<file path="src/rtl/bus_datapath_pkg.sv">
// Shared definitions for the bus datapath: source index offsets, read FSM states,
// and the bus source count derived from the GPR count.
package bus_datapath_pkg;

  // Special sources follow the GPRs on the bus, as offsets from NUM_GPR
  localparam int unsigned IDX_HI     = 0;
  localparam int unsigned IDX_LO     = 1;
  localparam int unsigned IDX_ZHI    = 2;
  localparam int unsigned IDX_ZLO    = 3;
  localparam int unsigned IDX_PC     = 4;
  localparam int unsigned IDX_MDR    = 5;
  localparam int unsigned IDX_INPORT = 6;
  localparam int unsigned NUM_SPECIAL = 7;

  typedef enum logic [1:0] {
    IDLE = 2'd0,
    REQ  = 2'd1,
    WAIT = 2'd2,
    DONE = 2'd3
  } rd_state_e;

  function automatic int unsigned num_src(input int unsigned num_gpr);
    return num_gpr + NUM_SPECIAL;
  endfunction

endpackage

</file>
<file path="src/rtl/bus_datapath_core_if.sv">
// Memory read handshake between the datapath (master) and the memory (slave).
interface bus_datapath_core_if #(
  parameter int unsigned DATA_W = 32
) ();
  logic              mem_req;
  logic              mem_ack;
  logic [DATA_W-1:0] mem_rdata;

  modport master (output mem_req, input mem_ack, input mem_rdata);
  modport slave  (input mem_req, output mem_ack, output mem_rdata);
endinterface

</file>
<file path="src/rtl/bus_datapath_reg.sv">
// Storage element with asynchronous active-low clear and load enable.
module bus_datapath_reg #(
  parameter int unsigned W = 32
) (
  input  logic         clock,
  input  logic         clear,
  input  logic         en,
  input  logic [W-1:0] d,
  output logic [W-1:0] q
);
  always_ff @(posedge clock or negedge clear) begin
    if (!clear)  q <= '0;
    else if (en) q <= d;
  end
endmodule

</file>
<file path="src/rtl/bus_datapath_core.sv">
// Shared-bus datapath: GPRs, HI/LO, Z pair, PC, MDR with timed memory read, INPORT, MAR/IR/Y.
// Optional build macro R0_ZERO_EN makes R0 a constant zero.
module bus_datapath_core
  import bus_datapath_pkg::*;
#(
  parameter int unsigned DATA_W      = 32,
  parameter int unsigned NUM_GPR     = 16,
  parameter int unsigned PC_STEP     = 1,
  parameter int unsigned MEM_TIMEOUT = 15,
  localparam int unsigned NUM_SRC    = num_src(NUM_GPR)
) (
  input  logic                  clock,
  input  logic                  clear,
  input  logic [NUM_SRC-1:0]    rin,
  input  logic [NUM_SRC-1:0]    rout,
  input  logic                  mar_in,
  input  logic                  ir_in,
  input  logic                  y_in,
  input  logic                  z_in,
  input  logic                  pc_inc,
  input  logic [2*DATA_W-1:0]   alu_result,
  input  logic [DATA_W-1:0]     inport_data,
  input  logic                  mem_rd_start,
  bus_datapath_core_if.master   mem,
  output logic [DATA_W-1:0]     mar_q,
  output logic [DATA_W-1:0]     ir_q,
  output logic [DATA_W-1:0]     y_q,
  output logic [DATA_W-1:0]     bus,
  output logic                  mdr_busy,
  output logic                  mem_err,
  output logic                  bus_err
);
  localparam int unsigned I_ZHI    = NUM_GPR + IDX_ZHI;
  localparam int unsigned I_ZLO    = NUM_GPR + IDX_ZLO;
  localparam int unsigned I_PC     = NUM_GPR + IDX_PC;
  localparam int unsigned I_MDR    = NUM_GPR + IDX_MDR;
  localparam int unsigned I_INPORT = NUM_GPR + IDX_INPORT;

  logic [DATA_W-1:0] src_d [NUM_SRC];
  logic [DATA_W-1:0] src_q [NUM_SRC];
  logic [NUM_SRC-1:0] src_en;
  logic [DATA_W-1:0] bus_d;
  logic              found;
  logic              bus_err_d, bus_err_q;
  rd_state_e         state_q;
  logic [7:0]        cnt_q;
  logic              mem_req_q, mdr_busy_q, mem_err_q;

  // Lowest-index driver wins when several rout bits are set
  always_comb begin
    bus_d = '0;
    found = 1'b0;
    for (int unsigned i = 0; i < NUM_SRC; i++) begin
      if (rout[i] && !found) begin
        bus_d = src_q[i];
        found = 1'b1;
      end
    end
  end

  assign bus_err_d = bus_err_q | (|(rout & (rout - NUM_SRC'(1))));

  always_comb begin
    src_en = rin;
    for (int unsigned i = 0; i < NUM_SRC; i++) src_d[i] = bus_d;
`ifdef R0_ZERO_EN
    // R0 never loads, so it holds its reset value of zero
    src_en[0] = 1'b0;
`endif
    src_en[I_INPORT] = 1'b1;
    if (!rin[I_INPORT]) src_d[I_INPORT] = inport_data;
    if (!rin[I_PC] && pc_inc) begin
      src_d[I_PC]  = src_q[I_PC] + DATA_W'(PC_STEP);
      src_en[I_PC] = 1'b1;
    end
    if (z_in) begin
      src_d[I_ZHI]  = alu_result[2*DATA_W-1:DATA_W];
      src_d[I_ZLO]  = alu_result[DATA_W-1:0];
      src_en[I_ZHI] = 1'b1;
      src_en[I_ZLO] = 1'b1;
    end
    // The read FSM owns MDR whenever it is not idle
    src_en[I_MDR] = rin[I_MDR] && (state_q == IDLE);
    if (state_q == WAIT && mem.mem_ack) begin
      src_d[I_MDR]  = mem.mem_rdata;
      src_en[I_MDR] = 1'b1;
    end
  end

  for (genvar g = 0; g < NUM_SRC; g++) begin : g_src
    bus_datapath_reg #(.W(DATA_W)) u_src (
      .clock(clock), .clear(clear), .en(src_en[g]), .d(src_d[g]), .q(src_q[g])
    );
  end

  bus_datapath_reg #(.W(DATA_W)) u_mar (
    .clock(clock), .clear(clear), .en(mar_in), .d(bus_d), .q(mar_q)
  );
  bus_datapath_reg #(.W(DATA_W)) u_ir (
    .clock(clock), .clear(clear), .en(ir_in), .d(bus_d), .q(ir_q)
  );
  bus_datapath_reg #(.W(DATA_W)) u_y (
    .clock(clock), .clear(clear), .en(y_in), .d(bus_d), .q(y_q)
  );
  bus_datapath_reg #(.W(1)) u_bus_err (
    .clock(clock), .clear(clear), .en(1'b1), .d(bus_err_d), .q(bus_err_q)
  );

  // An ack in the final WAIT cycle is checked before the timeout, so it succeeds
  always_ff @(posedge clock or negedge clear) begin
    if (!clear) begin
      state_q    <= IDLE;
      cnt_q      <= '0;
      mem_req_q  <= 1'b0;
      mdr_busy_q <= 1'b0;
      mem_err_q  <= 1'b0;
    end else begin
      case (state_q)
        IDLE: if (mem_rd_start) begin
          state_q    <= REQ;
          mem_req_q  <= 1'b1;
          mdr_busy_q <= 1'b1;
        end
        REQ: begin
          cnt_q   <= '0;
          state_q <= WAIT;
        end
        WAIT: begin
          if (mem.mem_ack) begin
            state_q   <= DONE;
            mem_req_q <= 1'b0;
          end else if (cnt_q == 8'(MEM_TIMEOUT - 1)) begin
            state_q   <= DONE;
            mem_req_q <= 1'b0;
            mem_err_q <= 1'b1;
          end else begin
            cnt_q <= cnt_q + 8'd1;
          end
        end
        DONE: begin
          state_q    <= IDLE;
          mdr_busy_q <= 1'b0;
        end
        default: state_q <= IDLE;
      endcase
    end
  end

  assign mem.mem_req = mem_req_q;
  assign mdr_busy    = mdr_busy_q;
  assign mem_err     = mem_err_q;
  assign bus_err     = bus_err_q;
  assign bus         = bus_d;
endmodule

</file>
<file path="src/flat_wrapper.sv">
// flat-port wrapper written by rule: the top's interface ports become plain ports
module bus_datapath_core_flat import bus_datapath_pkg::*;
#(
  parameter int unsigned DATA_W      = 32,
  parameter int unsigned NUM_GPR     = 16,
  parameter int unsigned PC_STEP     = 1,
  parameter int unsigned MEM_TIMEOUT = 15,
  localparam int unsigned NUM_SRC    = num_src(NUM_GPR)
)
  (clock, clear, rin, rout, mar_in, ir_in, y_in, z_in, pc_inc, alu_result, inport_data, mem_rd_start, mar_q, ir_q, y_q, bus, mdr_busy, mem_err, bus_err, mem_mem_req, mem_mem_ack, mem_mem_rdata);
  bus_datapath_core_if #(.DATA_W(DATA_W)) mem_i ();
  input  logic clock;
  input  logic clear;
  input  logic [NUM_SRC-1:0] rin;
  input  logic [NUM_SRC-1:0] rout;
  input  logic mar_in;
  input  logic ir_in;
  input  logic y_in;
  input  logic z_in;
  input  logic pc_inc;
  input  logic [2*DATA_W-1:0] alu_result;
  input  logic [DATA_W-1:0] inport_data;
  input  logic mem_rd_start;
  output logic [DATA_W-1:0] mar_q;
  output logic [DATA_W-1:0] ir_q;
  output logic [DATA_W-1:0] y_q;
  output logic [DATA_W-1:0] bus;
  output logic mdr_busy;
  output logic mem_err;
  output logic bus_err;
  output wire logic [$bits(mem_i.mem_req)-1:0] mem_mem_req;
  input wire logic [$bits(mem_i.mem_ack)-1:0] mem_mem_ack;
  input wire logic [$bits(mem_i.mem_rdata)-1:0] mem_mem_rdata;
  assign mem_mem_req = mem_i.mem_req;
  assign mem_i.mem_ack = mem_mem_ack;
  assign mem_i.mem_rdata = mem_mem_rdata;
  bus_datapath_core #(.DATA_W(DATA_W), .NUM_GPR(NUM_GPR), .PC_STEP(PC_STEP), .MEM_TIMEOUT(MEM_TIMEOUT)) u_core (.clock(clock), .clear(clear), .rin(rin), .rout(rout), .mar_in(mar_in), .ir_in(ir_in), .y_in(y_in), .z_in(z_in), .pc_inc(pc_inc), .alu_result(alu_result), .inport_data(inport_data), .mem_rd_start(mem_rd_start), .mem(mem_i), .mar_q(mar_q), .ir_q(ir_q), .y_q(y_q), .bus(bus), .mdr_busy(mdr_busy), .mem_err(mem_err), .bus_err(bus_err));
endmodule
</file>
<file path="config.mk">
export PLATFORM = sky130hd
export DESIGN_NAME = bus_datapath_core_flat
export DESIGN_NICKNAME = d
export VERILOG_FILES = /design/src/rtl/bus_datapath_pkg.sv /design/src/rtl/bus_datapath_core_if.sv /design/src/rtl/bus_datapath_reg.sv /design/src/rtl/bus_datapath_core.sv /design/src/flat_wrapper.sv
export SDC_FILE = /design/constraint.sdc
export NUM_CORES = 2
export LEC_CHECK = 0
export ABC_AREA = 1
export CAP_MARGIN = 20
export CORE_MARGIN = 3
export CORE_UTILIZATION = 60
export DETAILED_ROUTE_END_ITERATION = 8
export PLACE_DENSITY = 0.94
export SYNTH_ARGS = -nofsm -noshare
export SYNTH_HDL_FRONTEND = slang
export SYNTH_SLANG_ARGS = --single-unit
export TNS_END_PERCENT = 10
</file>
<file path="constraint.sdc">
create_clock -name clock -period 7.6 [get_ports clock]
set_input_delay 1.9 -clock clock [delete_from_list [all_inputs] [get_ports clock]]
set_output_delay 1.9 -clock clock [all_outputs]
set_load 0.05 [all_outputs]
</file>
======== After elaboration in Yosys (flattened, before gate mapping) ========
Index checks and enable logic that the tools add are counted.
word-level totals
  flip-flop bits (word level) ............. 846
  bits of input ports ..................... 183
  output and inout bits ................... 132
  word-level logic and storage cells ...... 168
operators by class
  add/sub/neg operators ................... 3
  eq/ne operators ......................... 8
  muxes and demuxes ....................... 64
  bitwise logic cells ..................... 3
  reduce and logical (&&, ||, !) cells .... 58
operator list
  kind                     count
  $mux W32                 26
  $mux W64                 1
  $add A32 B1 Y32 const B  1
  $mux W1                  27
  $logic_and A1 B1 Y1      25
  $and A23 B23 Y23         1
  $logic_not A1 Y1         23
  $reduce_or A23 Y1        1
  $sub A23 B1 Y23 const B  1
  $mux W8                  2
  $pmux W8 S2              1
  $reduce_and A3 Y1        3
  $add A8 B1 Y8 const B    1
  $eq A8 B4 Y1 const B     1
  $mux W2                  4
  $pmux W2 S4              1
  $ne A2 B2 Y1 const B     3
  $reduce_bool A2 Y1       3
  $eq A2 B2 Y1 const B     2
  $pmux W1 S2              2
  $reduce_and A2 Y1        2
  $ne A3 B3 Y1 const B     1
  $eq A2 B1 Y1 const B     1
  $logic_not A2 Y1         1
  other kinds (2)          2

======== Logic depth before layout (Yosys ltp) ========
  depth after elaboration ................. 68
  gate-level depth with buffers ........... 22
  gate-level depth less buffers ........... 19

======== Hierarchy ========
Synthesis repeated with hierarchy kept, for this count alone.
second synthesis, totals
  cell total of the unflattened synthesis .. 5741
  area, all modules ....................... 43641.9 um2
modules (own cells, without submodules)
  module                                        instances  cells each  area an instance (um2)  seq. area each (um2)
  bus_datapath_reg (u_core.g_src[0].u_src ...)  26         136         1292.5                  800.8
  bus_datapath_core                             1          2200        9997.1                  325.3
  bus_datapath_reg (u_core.u_bus_err)           1          5           40.0                    25.0

======== Least setup slack after synthesis ========
Ideal clock, no wire load.
  kind .................................... input to output
  start ................................... input rout[0]
  end ..................................... output bus[24]
  arrival ................................. 4.222 ns
  data required time ...................... 5.700 ns
  slack ................................... 1.478 ns
  stages on the path ...................... 17
  path buffers ............................ 2
  cells stage by stage .................... buf_6 nor2_8 nand2_2 nor2_4 nand2_2 nor2_4 nand3_4 nor2_4 inv_2 nor2_8 nand4_4 nor3_4 inv_2 or2_1 nand2_2 buf_2 inv_1
on the way
  word-level cells in the longest chain between the ends .. 67
  elaborated cells between the ends (all ways) .. 89
  those cells by class .................... mux: 45; reduce/logical: 44
ends and longest elaborated chain
  element              RTL line                 text
  start: declaration   flat_wrapper.sv:15       input logic [NUM_SRC-1:0] rout;
  $mux W1              bus_datapath_core.sv:54  if (rout[i] && !found) begin
  $logic_not A1 Y1     bus_datapath_core.sv:54
  $logic_and A1 B1 Y1  bus_datapath_core.sv:54
  $mux W1              bus_datapath_core.sv:54
  $logic_not A1 Y1     bus_datapath_core.sv:54
  $logic_and A1 B1 Y1  bus_datapath_core.sv:54
  $mux W1              bus_datapath_core.sv:54
  $logic_not A1 Y1     bus_datapath_core.sv:54
  (+51 left out)       -
  $logic_and A1 B1 Y1  bus_datapath_core.sv:54
  $mux W1              bus_datapath_core.sv:54
  $logic_not A1 Y1     bus_datapath_core.sv:54
  $logic_and A1 B1 Y1  bus_datapath_core.sv:54
  $mux W1              bus_datapath_core.sv:54
  $logic_not A1 Y1     bus_datapath_core.sv:54
  $logic_and A1 B1 Y1  bus_datapath_core.sv:54
  $mux W32 *           bus_datapath_core.sv:54
  end: declaration     flat_wrapper.sv:27       output logic [DATA_W-1:0] bus;
Mark *: on every way between the ends. The rest lies on a longest branch, timed or not.

======== Worst setup path after layout ========
  start ................................... input rout[1]
  end ..................................... output bus[5]
on the way
  word-level cells in the longest chain between the ends .. 65
  elaborated cells between the ends (all ways) .. 86
  those cells by class .................... mux: 43; reduce/logical: 43
ends and longest elaborated chain
  element                RTL line
  $logic_and A1 B1 Y1 *  bus_datapath_core.sv:54
  $mux W1                bus_datapath_core.sv:54
  $logic_not A1 Y1       bus_datapath_core.sv:54
  $logic_and A1 B1 Y1    bus_datapath_core.sv:54
  $mux W1                bus_datapath_core.sv:54
  $logic_not A1 Y1       bus_datapath_core.sv:54
  $logic_and A1 B1 Y1    bus_datapath_core.sv:54
  $mux W1                bus_datapath_core.sv:54
  (+49 left out)         -
  $logic_and A1 B1 Y1    bus_datapath_core.sv:54
  $mux W1                bus_datapath_core.sv:54
  $logic_not A1 Y1       bus_datapath_core.sv:54
  $logic_and A1 B1 Y1    bus_datapath_core.sv:54
  $mux W1                bus_datapath_core.sv:54
  $logic_not A1 Y1       bus_datapath_core.sv:54
  $logic_and A1 B1 Y1    bus_datapath_core.sv:54
  $mux W32 *             bus_datapath_core.sv:54
Marks and branches as above.

==> results_dict.tcl <==
set metrics [dict create \
    numClockSinks 846 \
    yosysTopAreaCellShare 0.534 \
    avgRoutedWirePerCell_um 21.5 \
    finalCriticalPeriod_ns 7.48 \
    synth_seq_cells 846 \
    fin_skew_ns 0.0608 \
    cts_buffer_depth 3 \
    crit_type "input pin to output pin" \
    cpMaxStageDelayCell "clkdlybuf4s50_1" \
    critPathBufInv 5 \
    hold_violations 0 \
    fin_crit_sh 0.984 \
    finalNetCount 5452 \
    synth_ff_type "dfrtp_1" \
    critPathTopFamily "simple AND/OR/NAND/NOR gates" \
    drive_gt1_frac 0.0716 \
    path_cells "clkdlybuf4s50_1 > nor2_8 > nand2_2 > nor2_4 > nand2_2 > nor2_4 > nand3_4 > nor2_4 > inv_2 > nor2_8 > nand2_1 > nor2_2 > buf_4 > inv_2 > nor2_1 > nor3_1 > nand4_2 > buf_4" \
    antenna_found_initial 7 \
    place_congestion 0.957 \
    ys_warn_count 0 \
    crit_path_max_incr_delay_ns 0.53 \
    placementRows 93 \
    synth_edf_count 0 \
    relSlewSlack 0.262 \
    crit_path_end "bus[5]" \
    drt_wl_total_mm 133 \
    max_freq_mhz 134 \
    cts_buffers 85 \
    final.setup.tns_ns 0 \
    p_leak_nw 22.9 \
    utilization 0.721 \
    hold_path.class "register to register" \
    start_util 0.610 \
    reg2reg_to "u_core.g_src[20].u_src.q[28]$_DFFE_PN0P_" \
    groute.usage.overall 0.364 \
    dp_hpwl_mm 82.6 \
    finalSetupViolCount 0 \
    worstMarginPinSlew_ns 1.10 \
    drt-pass1-iter-count 8 \
    syn_area_sq_mm 0.0396 \
    startpoint_type "input pin" \
    grt_max_degree 173 \
    cp_num_cells 18 \
    grt_pass1_vias 37600 \
    cts_root_buf "clkbuf_16" \
    synthToLayoutAreaGrowth_pct 18.1 \
    rr_worst_depth 13 \
    via_per_inst 6.31 \
    cp.arrival_ns 5.58 \
    h-tree-depth 3 \
    first_iter_violations 6909 \
    die_h_um 263 \
    grt_first_pass_wirelength_mm 202 \
    via_count 39100 \
    grt_overflow_total 0 \
    die-area_sq_mm 0.0692 \
    slew_violations 0 \
    rr_startpoint "u_core.g_src[20].u_src.q[0]$_DFFE_PN0P_" \
    portBuffers 314 \
    synth-async-reset-ratio 1.00 \
    outcome "complete, no violations" \
    synthCells 5057 \
    syn_nets 5247 \
    synth_top_cells_by_area "dfrtp_1 (53%), nand2_1 (20%), nand3_1 (3.3%)" \
    worstPathRequired_ns 5.70 \
    cp_max_fo 17 \
    ios 315 \
    clk_latency_ns 0.69 \
    path_clk_slew_ns 0.06 \
    cts_tree "done" \
    yosysSeqAreaShare 0.534 \
    r2r_slack_ns 3.70 \
    crit_path_frequent_cell "nor2_4" \
    final_area_sq_mm 0.0468 \
    synth_top_area_cell "dfrtp_1" \
    yosysUniqueCellTypes 44 \
    end_kind "output pin" \
    drv_cap 0 \
    placed_cell_area_sq_mm 0.0434 \
    antenna_left 0 \
    crit_start "rout[1]" \
    drc 0 \
    avgSynthCellArea_sq_um 7.83 \
    pwr_density_cell_mw_per_mm2 281 \
    core_sq_mm 0.0649 \
    dieWidth_um 263 \
    ir_worst_vdd_uv 254 \
]
==> cells in the final DEF, fill, tap and decap left out, types with 35 or more instances in the layout <==
| master | Yosys | final |
|---|---|---|
| dfrtp_1 | 846 | 846 |
| clkdlybuf4s50_1 | 0 | 280 |
| nand4_1 | 140 | 140 |
| a22oi_1 | 64 | 64 |
| a31oi_1 | 73 | 73 |
| o21ai_0 | 214 | 214 |
| inv_1 | 308 | 307 |
| clkbuf_16 | 0 | 89 |
| buf_4 | 40 | 115 |
| a21oi_1 | 35 | 35 |
| nor2_1 | 327 | 320 |
| nand2_1 | 2163 | 2163 |
| nand3_1 | 262 | 262 |
| o21ai_1 | 108 | 108 |
==> how the worst min path moves through the flow <==
stage / cells past startpoint / end / slack, ns / from
4_1_cts: 1 / u_core.mem_err$_DFFE_PN0P_ / 0.46 / u_core.mem_err$_DFFE_PN0P_
5_1_grt: 2 / u_core.g_src[9].u_src.q[0]$_DFFE_PN0P_ / 0.49 / u_core.g_src[9].u_src.q[0]$_DFFE_PN0P_
3_3_place_gp: 1 / u_core.mem_err$_DFFE_PN0P_ / 0.44 / u_core.mem_err$_DFFE_PN0P_
3_5_place_dp: 1 / u_core.mem_err$_DFFE_PN0P_ / 0.44 / u_core.mem_err$_DFFE_PN0P_
2_1_floorplan: 2 / u_core.g_src[14].u_src.q[22]$_DFFE_PN0P_ / 0.45 / u_core.g_src[14].u_src.q[22]$_DFFE_PN0P_
6_report: 1 / u_core.mem_err$_DFFE_PN0P_ / 0.46 / u_core.mem_err$_DFFE_PN0P_
==> cell families after synthesis <==
group	Yosys count	synth area share
AOI/OAI and AO/OA	519	0.0738
and+or+nand+nor	3012	0.316
buffers and inverters	655	0.0700
DFF	846	0.534
xor gates and xnor gates	18	0.00398
adders and majority gates	7	0.00221
==> state kept, by name, indices dropped and copies added (netlist names) <==
| signal | flops |
|---|---|
| u_core.u_bus_err.q | 1 |
| u_core.mdr_busy | 1 |
| u_core.mem_err | 1 |
| u_core.u_y.q | 32 |
| u_core.mem.mem_req | 1 |
| u_core.u_mar.q | 32 |
| u_core.state_q | 2 |
| u_core.cnt_q | 8 |
| u_core.u_ir.q | 32 |
| u_core.g_src.u_src.q | 736 |
==> per-layer routing <==
layer | global-route usage | wire length [um] | vias to the layer above
met5 | 0 | 12 | -
met3 | 0.0797 | 16800 | 921
li1 | - | - | 16400
met1 | 0.455 | 44800 | 18200
met4 | 0.223 | 9730 | 2
met2 | 0.582 | 62100 | 3510
==> final cells by class <==
type	instances	area [sq um]
Sequential cell	846	21200
Fill cell	4196	18100
Multi-Input combinational cell	3556	15700
Timing Repair Buffer	439	4630
Clock buffer	128	2590
Inverter	334	1260
Tap cell	855	1070
Clock inverter	30	362
Antenna cell	6	15.0
==> synthesized netlist by cell type, drive strengths merged, types with 31 or more instances <==
cell and instances:
nand2 2182, dfrtp 846, nor2 338, o21ai 322, inv 318, nand3 268, clkbuf 191, nand4 157
buf 130, a31oi 73, a22oi 64, a21oi 35, nor3 31
==> repair_timing <==
action	4_1_cts	5_1_grt
gates resized for setup	0	1
hold buffers	0	0
setup buffers	0	2
setup endpoints to repair	0	12
==> per-stage QoR <==
step / hold slack, ns / power, mW / cells / worst slack [ns]
5_1_grt: 0.493 / 13.6 / 6193 / -0.0200
6_report: 0.462 / 13.1 / 6194 / 0.118
4_1_cts: 0.456 / 12.9 / 6169 / 0.0883
2_1_floorplan: 0.446 / 7.39 / 5057 / 1.48
3_3_place_gp: 0.439 / 8.35 / 6009 / 0.239
3_5_place_dp: 0.443 / 8.50 / 6011 / 0.107
==> power breakdown <==
part           switching [mW]  leakage [nW]  internal (mW)
Sequential              0.495          11.3           5.27
Combinational            2.02          10.1          0.891
Clock                    1.88          1.44           2.58
Power figures use the tool's default switching activity.
